<file path="src/rtl/adder72_seq_ctrl.sv">
// Sequential 72-bit adder. One shared external adder24 slice is used over three
// cycles, low slice first, with the carry held in a register between slices.
module adder72_seq_ctrl #(
  parameter int unsigned SLICE_W    = 24,
  parameter int unsigned NUM_SLICES = 3
) (
  input  logic                            clk,
  input  logic                            rst_n,
  input  logic                            in_valid,
  output logic                            in_ready,
  input  logic [SLICE_W*NUM_SLICES-1:0]   a,
  input  logic [SLICE_W*NUM_SLICES-1:0]   b,
  input  logic                            cin,
  output logic                            out_valid,
  input  logic                            out_ready,
  output logic [SLICE_W*NUM_SLICES-1:0]   sum,
  output logic                            cout,
  output logic [SLICE_W-1:0]              sl_a,
  output logic [SLICE_W-1:0]              sl_b,
  output logic                            sl_cin,
  input  logic [SLICE_W-1:0]              sl_s,
  input  logic                            sl_cout
);

  localparam int unsigned W    = SLICE_W * NUM_SLICES;
  localparam int unsigned IW   = (NUM_SLICES > 1) ? $clog2(NUM_SLICES) : 1;
  localparam logic [IW-1:0] LAST = IW'(NUM_SLICES - 1);

  typedef enum logic [1:0] {
    IDLE,
    RUN,
    DONE
  } state_t;

  state_t        state;
  logic [IW-1:0] idx;
  logic [W-1:0]  a_reg;
  logic [W-1:0]  b_reg;
  logic [W-1:0]  sum_reg;
  logic          carry;
  logic          cout_reg;

  always_ff @(posedge clk or negedge rst_n) begin
    if (!rst_n) begin
      state    <= IDLE;
      idx      <= '0;
      a_reg    <= '0;
      b_reg    <= '0;
      sum_reg  <= '0;
      carry    <= 1'b0;
      cout_reg <= 1'b0;
    end else begin
      case (state)
        IDLE: begin
          if (in_valid) begin
            a_reg <= a;
            b_reg <= b;
            carry <= cin;
            idx   <= '0;
            state <= RUN;
          end
        end
        RUN: begin
          // Slices not yet written keep the previous result until overwritten.
          sum_reg[idx*SLICE_W +: SLICE_W] <= sl_s;
          carry <= sl_cout;
          if (idx == LAST) begin
            cout_reg <= sl_cout;
            idx      <= '0;
            state    <= DONE;
          end else begin
            idx <= idx + IW'(1);
          end
        end
        DONE: begin
          if (out_ready) state <= IDLE;
        end
        default: state <= IDLE;
      endcase
    end
  end

  always_comb begin
    sl_a   = '0;
    sl_b   = '0;
    sl_cin = 1'b0;
    if (state == RUN) begin
      sl_a   = a_reg[idx*SLICE_W +: SLICE_W];
      sl_b   = b_reg[idx*SLICE_W +: SLICE_W];
      sl_cin = carry;
    end
  end

  assign in_ready  = (state == IDLE);
  assign out_valid = (state == DONE);
  assign sum       = sum_reg;
  assign cout      = cout_reg;

endmodule
</file>
<file path="config.mk">
export PLATFORM = sky130hd
export DESIGN_NAME = adder72_seq_ctrl
export DESIGN_NICKNAME = d
export VERILOG_FILES = /design/src/rtl/adder72_seq_ctrl.sv
export SDC_FILE = /design/constraint.sdc
export NUM_CORES = 1
export LEC_CHECK = 0
export CAP_MARGIN = 25
export CORE_MARGIN = 3
export CORE_UTILIZATION = 48
export DETAILED_ROUTE_END_ITERATION = 10
export GPL_TIMING_DRIVEN = 0
export PLACE_DENSITY = 0.8
export RECOVER_POWER = 50
export SLEW_MARGIN = 30
export SYNTH_ARGS = -nofsm -noshare
export SYNTH_HDL_FRONTEND = slang
export SYNTH_SLANG_ARGS = --single-unit
</file>
<file path="constraint.sdc">
create_clock -name clk -period 3.1 [get_ports clk]
set_input_delay 0.62 -clock clk [delete_from_list [all_inputs] [get_ports clk]]
set_output_delay 0.62 -clock clk [all_outputs]
set_load 0.02 [all_outputs]
</file>
==> Word-level counts from Yosys, hierarchy flattened <==
Cells that the tools add are included.
{ "totals": {"regBits": 222, "word_cells": 39} }
{ "classes": {"n_addsub": 2, "mux": 13, "n_reduce_logical": 6, "n_eq_ne": 6, "shift": 4, "n_mul": 1} }
{ "ops": {"columns": ["cell", "n"], "rows": [
  ["$shiftx 72x8->24", 2],
  ["$bwmux 72", 1],
  ["$shift 24x34->72 const A", 1],
  ["$shiftx 24x34->72", 1],
  ["$mux 24", 2],
  ["$neg 7->34", 1],
  ["$mux 2", 5],
  ["$pmux 2 s3", 1],
  ["$reduce_and 2->1", 3],
  ["$eq 2x2->1 const B", 2],
  ["$mul 2x2->4 const B", 1],
  ["$ne 2x2->1 const B", 2],
  ["$pmux 2 s2", 1],
  ["$reduce_and 3->1", 1],
  ["$add 2x1->2 const B", 1],
  ["$eq 2x1->1 const B", 1],
  ["$logic_not 2->1", 1],
  ["$mux 1", 2],
  ["$ne 2x1->1 const B", 1],
  ["$pmux 1 s2", 1],
  ["$reduce_bool 2->1", 1]
]} }

==> Depth between registers and ports, before layout <==
{ "logic_depth": {"ltp_word": 4, "depth_mapped": 10} }

==> Worst setup path after synthesis <==
No wires, ideal clock.
{ "synth_timing": {"path_type": "register -> register", "startpoint": "register idx[1]", "endpoint": "register sum_reg[47], in the netlist sum[47]", "path_buffers": 5, "path_stages_with_launch": 11, "t_required_ns": 2.967, "path_slack_ns": 0.611, "arrival_time_ns": 2.356, "path_cell_list": "dfrtp_1 clkbuf_1 clkbuf_1 inv_1 ha_1 clkbuf_1 clkbuf_1 nor2_1 clkbuf_1 a221oi_1 o21ai_0"} }
{ "synth_between": {"elab_chain_len": 4} }
{ "synth_lines": {"columns": ["element", "line", "rtl"], "rows": [
  ["start, declared", "36", "logic [IW-1:0] idx;"],
  ["start signal, assigned", "72", "idx <= idx + IW'(1);"],
  ["$mul 2x2->4 *", "65", "sum_reg[idx*SLICE_W +: SLICE_W] <= sl_s;"],
  ["$neg 7->34 *", "65", null],
  ["$shiftx 24x34->72 / $shift 24x34->72 (equally long branches)", "65", null],
  ["$bwmux 72 *", "65", null],
  ["end signal, assigned by index", "65", null],
  ["end, declared", "39", "logic [W-1:0] sum_reg;"]
]} }
Every way passes the cells marked *; elsewhere a longest branch is shown, timed or not.
A chain may end at the register's enable or synchronous reset.

==> Worst setup path in the final report <==
{ "layout_timing": {"startpoint": "register idx[1]", "endpoint": "output port sl_a[1]"} }
{ "layout_between": {"elab_chain_len": 3} }
{ "layout_lines": {"columns": ["element", "line", "rtl"], "rows": [
  ["$mul 2x2->4", "88", "sl_a = a_reg[idx*SLICE_W +: SLICE_W];"],
  ["$shiftx 72x8->24", "88", null],
  ["$mux 24", "87", "if (state == RUN) begin"],
  ["end, declared", "18", "output logic [SLICE_W-1:0] sl_a,"]
]} }
No other way between the ends.

==> results.env <==
RESULT_OF_THE_RUN='finished with violations'
FAILED_CHECKS='max-capacitance violations, max-slew violations'
TIMING_HOLD_VIOLATIONS_FINAL=0
SYNTHESIS.AREA_PER_INSTANCE_UM2=12.2
WORST_SKEW_PAIR.LATE_LATENCY_PS=530
CP_MAX_FO=10
SYN-NUM-NETS=1037
POST-ROUTE-PERIOD-UTIL=0.974
DRC=0
DPL-INSTANCE-AREA_UM2=13900
REQUIRED_PS=2480
CTS_MADE_BUFFERS=25
GRT_FIRST_PASS_WIRELENGTH_UM=49100
GRT.OVERFLOW.TOTAL=0
CHIPWIDTH_UM=154
POWER_PER_CELL_AREA_nW_PER_UM2=1100
YS_WARN_COUNT=0
IO_PINS=298
FINAL_AREA_UM2=14600
CELLLEAKAGEPOWER_nW=6.72
SLEW_VIOLATIONS=69
CRITICAL_PATH_TOP_DELAY_CELL='sky130_fd_sc_hd__dfrtp_1'
PATH_CELLS='clkbuf_2 -> clkbuf_2 -> mux2_2 -> nand2_1 -> a21oi_1 -> dlygate4sd2_1'
DRTITER0DRC=463
FIRSTDRTPASSITERS=8
PLACEMENT_ROWS=53
POST_ROUTE_CELLS_DRIVE_ABOVE_1_SHARE=0.235
WORSTMARGINPINSLEW_PS=1680
LAYOUT_MIN_CYCLE_TIME_PS=3020
SYNTHTOPCELLSBYAREA='sky130_fd_sc_hd__dfrtp_1 53%, sky130_fd_sc_hd__mux2_4 14%, sky130_fd_sc_hd__mux2_2 9.8%, sky130_fd_sc_hd__nand2_1 5.3%, sky130_fd_sc_hd__a22o_1 2.5%'
FINALWEIGHTEDCONGESTION=0.872
CP_MAX_STAGE_DELAY_PS=390
SETUP_TOTAL_NEGATIVE_SLACK_PS=0
PATH_CLK_SLEW_PS=60
FIN_NETS=1361
FMAXACHIEVABLE_MHz=331
VIAS=8158
ANTENNA_LEFT=0
CTS_TREE='yes'
VIAS_PER_CELL=5.52
ROUTED_WL_UM=31500
CRIT_ARRIVAL_PS=2400
SYNTH_AREA_UM2=10500
CRITICALPATHCATEGORY='flip-flop to output pin'
PLACEMENT.IO_BUFFERS=297
CTS_SINKS=222
CTS_MAX_LEVEL=1
PLACE_HPWL_UM=23100
DP_SLACK_PS=-324
FINAL_CELL_COUNT_NO_FILL=1477
POST_DRT_WL_PER_CELL_UM=21.3
POSTSYNTH.TOPFLOPCELL='sky130_fd_sc_hd__dfrtp_1'
LAYOUT_COMMON_CELLS='248 x sky130_fd_sc_hd__clkdlybuf4s50_1, 222 x sky130_fd_sc_hd__dfrtp_1, 148 x sky130_fd_sc_hd__nand2_1'
CRITICAL_PATH.ENDPOINT_TYPE='output pin'
CLOCK_SKEW_PS=11.9
CTS_BUFFER_DEPTH=3
NETLIST_INSTANCES=858
GROUTE.USAGE.OVERALL=0.260
FINAL_COMMON_CELL='sky130_fd_sc_hd__clkdlybuf4s50_1'
CORE_REGION_AREA_UM2=21300
CTS_ROOT_BUF='sky130_fd_sc_hd__clkbuf_16'
INITIAL_UTILIZATION=0.494
FIRST_GLOBAL_VIAS=8683
INITIAL_ANTENNA_VIOLATION_COUNT=1
ASYNC_FLOP_SHARE=1.00
FINAL_SETUP_VIOLATION_COUNT=0
SETUP_REPAIR_AFTER_GLOBAL_ROUTING_MISSED_ITS_MARGIN='true'
PLACE_INST=1432
MAXSLEWHEADROOM=-0.119
MAX_CAP_VIOL_COUNT=1
AREA_GROWTH_SYN_TO_LAYOUT_PCT=39.1
CRIT_PATH_FREQUENT_CELL='sky130_fd_sc_hd__clkbuf_2'
TOTAL_POWER_mW=16.1
MULTI_INPUT_AREA_UM2=4560
FINAL_CRITICAL_PATH_SETUP_SLACK_PS=81.3
SEQUENTIAL_CELL_AREA_UM2=5560
YS_SEQ_ELEMENTS=222
SYNTH.YOSYS.SEQ_AREA_SHARE=0.529
PEAKVDDDROP_uV=641
POST_SYNTH_NUM_CELL_TYPES=37
FILLER_CELL_COUNT=1573
SYNTH_EDF_COUNT=0
MIN-DELAY-PATH-CLASS='flip-flop to flip-flop'
DIE_EXTENT_IN_Y_UM=154
WORSTSETUPSTARTPOINTTYPE='flip-flop'
YOSYSTOPAREACELL='sky130_fd_sc_hd__dfrtp_1'
WORST-R2R-CELL-COUNT=7
GRT_MAX_DEGREE=89
HOLD_PATH_DEPTH=2
DESIGN.DIE.AREA_UM2=23700
NETLIST.AREA_LEADER.SHARE=0.529
metal layers:
metal | GRT usage | wire length, um
met5 | 0 | 0
met4 | 0.0845 | 1010
met3 | 0.0625 | 2600
met2 | 0.431 | 15100
met1 | 0.340 | 12800
logic make-up after synthesis:
logic type | after synthesis | synth area share
compound gates | 153 | 0.0912
fa+ha+maj | 5 | 0.00596
buf+inv | 71 | 0.0366
flops | 222 | 0.529
mux | 201 | 0.250
simple gates | 206 | 0.0874
power breakdown:
group          internal, mW  total, mW  switching, mW
registers              4.22       5.01          0.784
logic                  3.88       8.01           4.13
clock network          1.91       3.11           1.21
total                  10.0       16.1           6.12
repair_timing:
| item | 4_1_cts | 5_1_grt |
|---|---|---|
| gates resized for setup | 82 | 40 |
| hold buffers | 0 | 0 |
| buffers inserted | 0 | 0 |
| setup endpoints to repair | 118 | 93 |
layout make-up:
| type | instances | area share |
|---|---|---|
| Buffer | 62 | 0.0241 |
| Sequential cell | 222 | 0.380 |
| Inverter | 7 | 0.00180 |
| Tap cell | 275 | 0.0235 |
| Clock buffer | 32 | 0.0473 |
| Clock inverter | 14 | 0.0119 |
| Multi-Input combinational cell | 565 | 0.312 |
| Antenna cell | 1 | 0.000171 |
| Timing Repair Buffer | 299 | 0.199 |
path summary, 6_finish.rpt:
kind | to | start | slack [ps]
setup / recovery | sl_a[1] | idx[1] | 80
hold / removal | sum[14] | sum[14] | 480
setup reg to reg | sum[22] | idx[0] | 240
hold reg to reg | sum[14] | sum[14] | 480
max in group asynchronous | a_reg[65] | rst_n | 490
min in group asynchronous | b_reg[7] | rst_n | 510
synth_stat cells, types with 9 or more instances:
cell type and n:
sky130_fd_sc_hd__o21ai_0 51, sky130_fd_sc_hd__mux2_4 100, sky130_fd_sc_hd__nand2_1 148, sky130_fd_sc_hd__buf_6 13
sky130_fd_sc_hd__clkbuf_1 39, sky130_fd_sc_hd__mux2i_1 10, sky130_fd_sc_hd__and2_1 12, sky130_fd_sc_hd__nor2b_1 9
sky130_fd_sc_hd__dfrtp_1 222, sky130_fd_sc_hd__a21oi_1 51, sky130_fd_sc_hd__a22o_1 30, sky130_fd_sc_hd__nand3_1 10
sky130_fd_sc_hd__mux2_2 91
stage by stage:
step | utilization | hold WS (ps)
floorplan | - | 324
global placement | 0.649 | 462
detailed placement | 0.652 | 470
CTS | 0.694 | 52.3
global route | 0.687 | 508
finish | 0.687 | 476
critical path, delay by kind of cell (launching register included):
family          cells  cell delay, ps
simple gates        1              80
compound gates      1              80
buf+inv             3             950
mux                 1             390
flops               1             390
(Power assumes the default switching activity.)
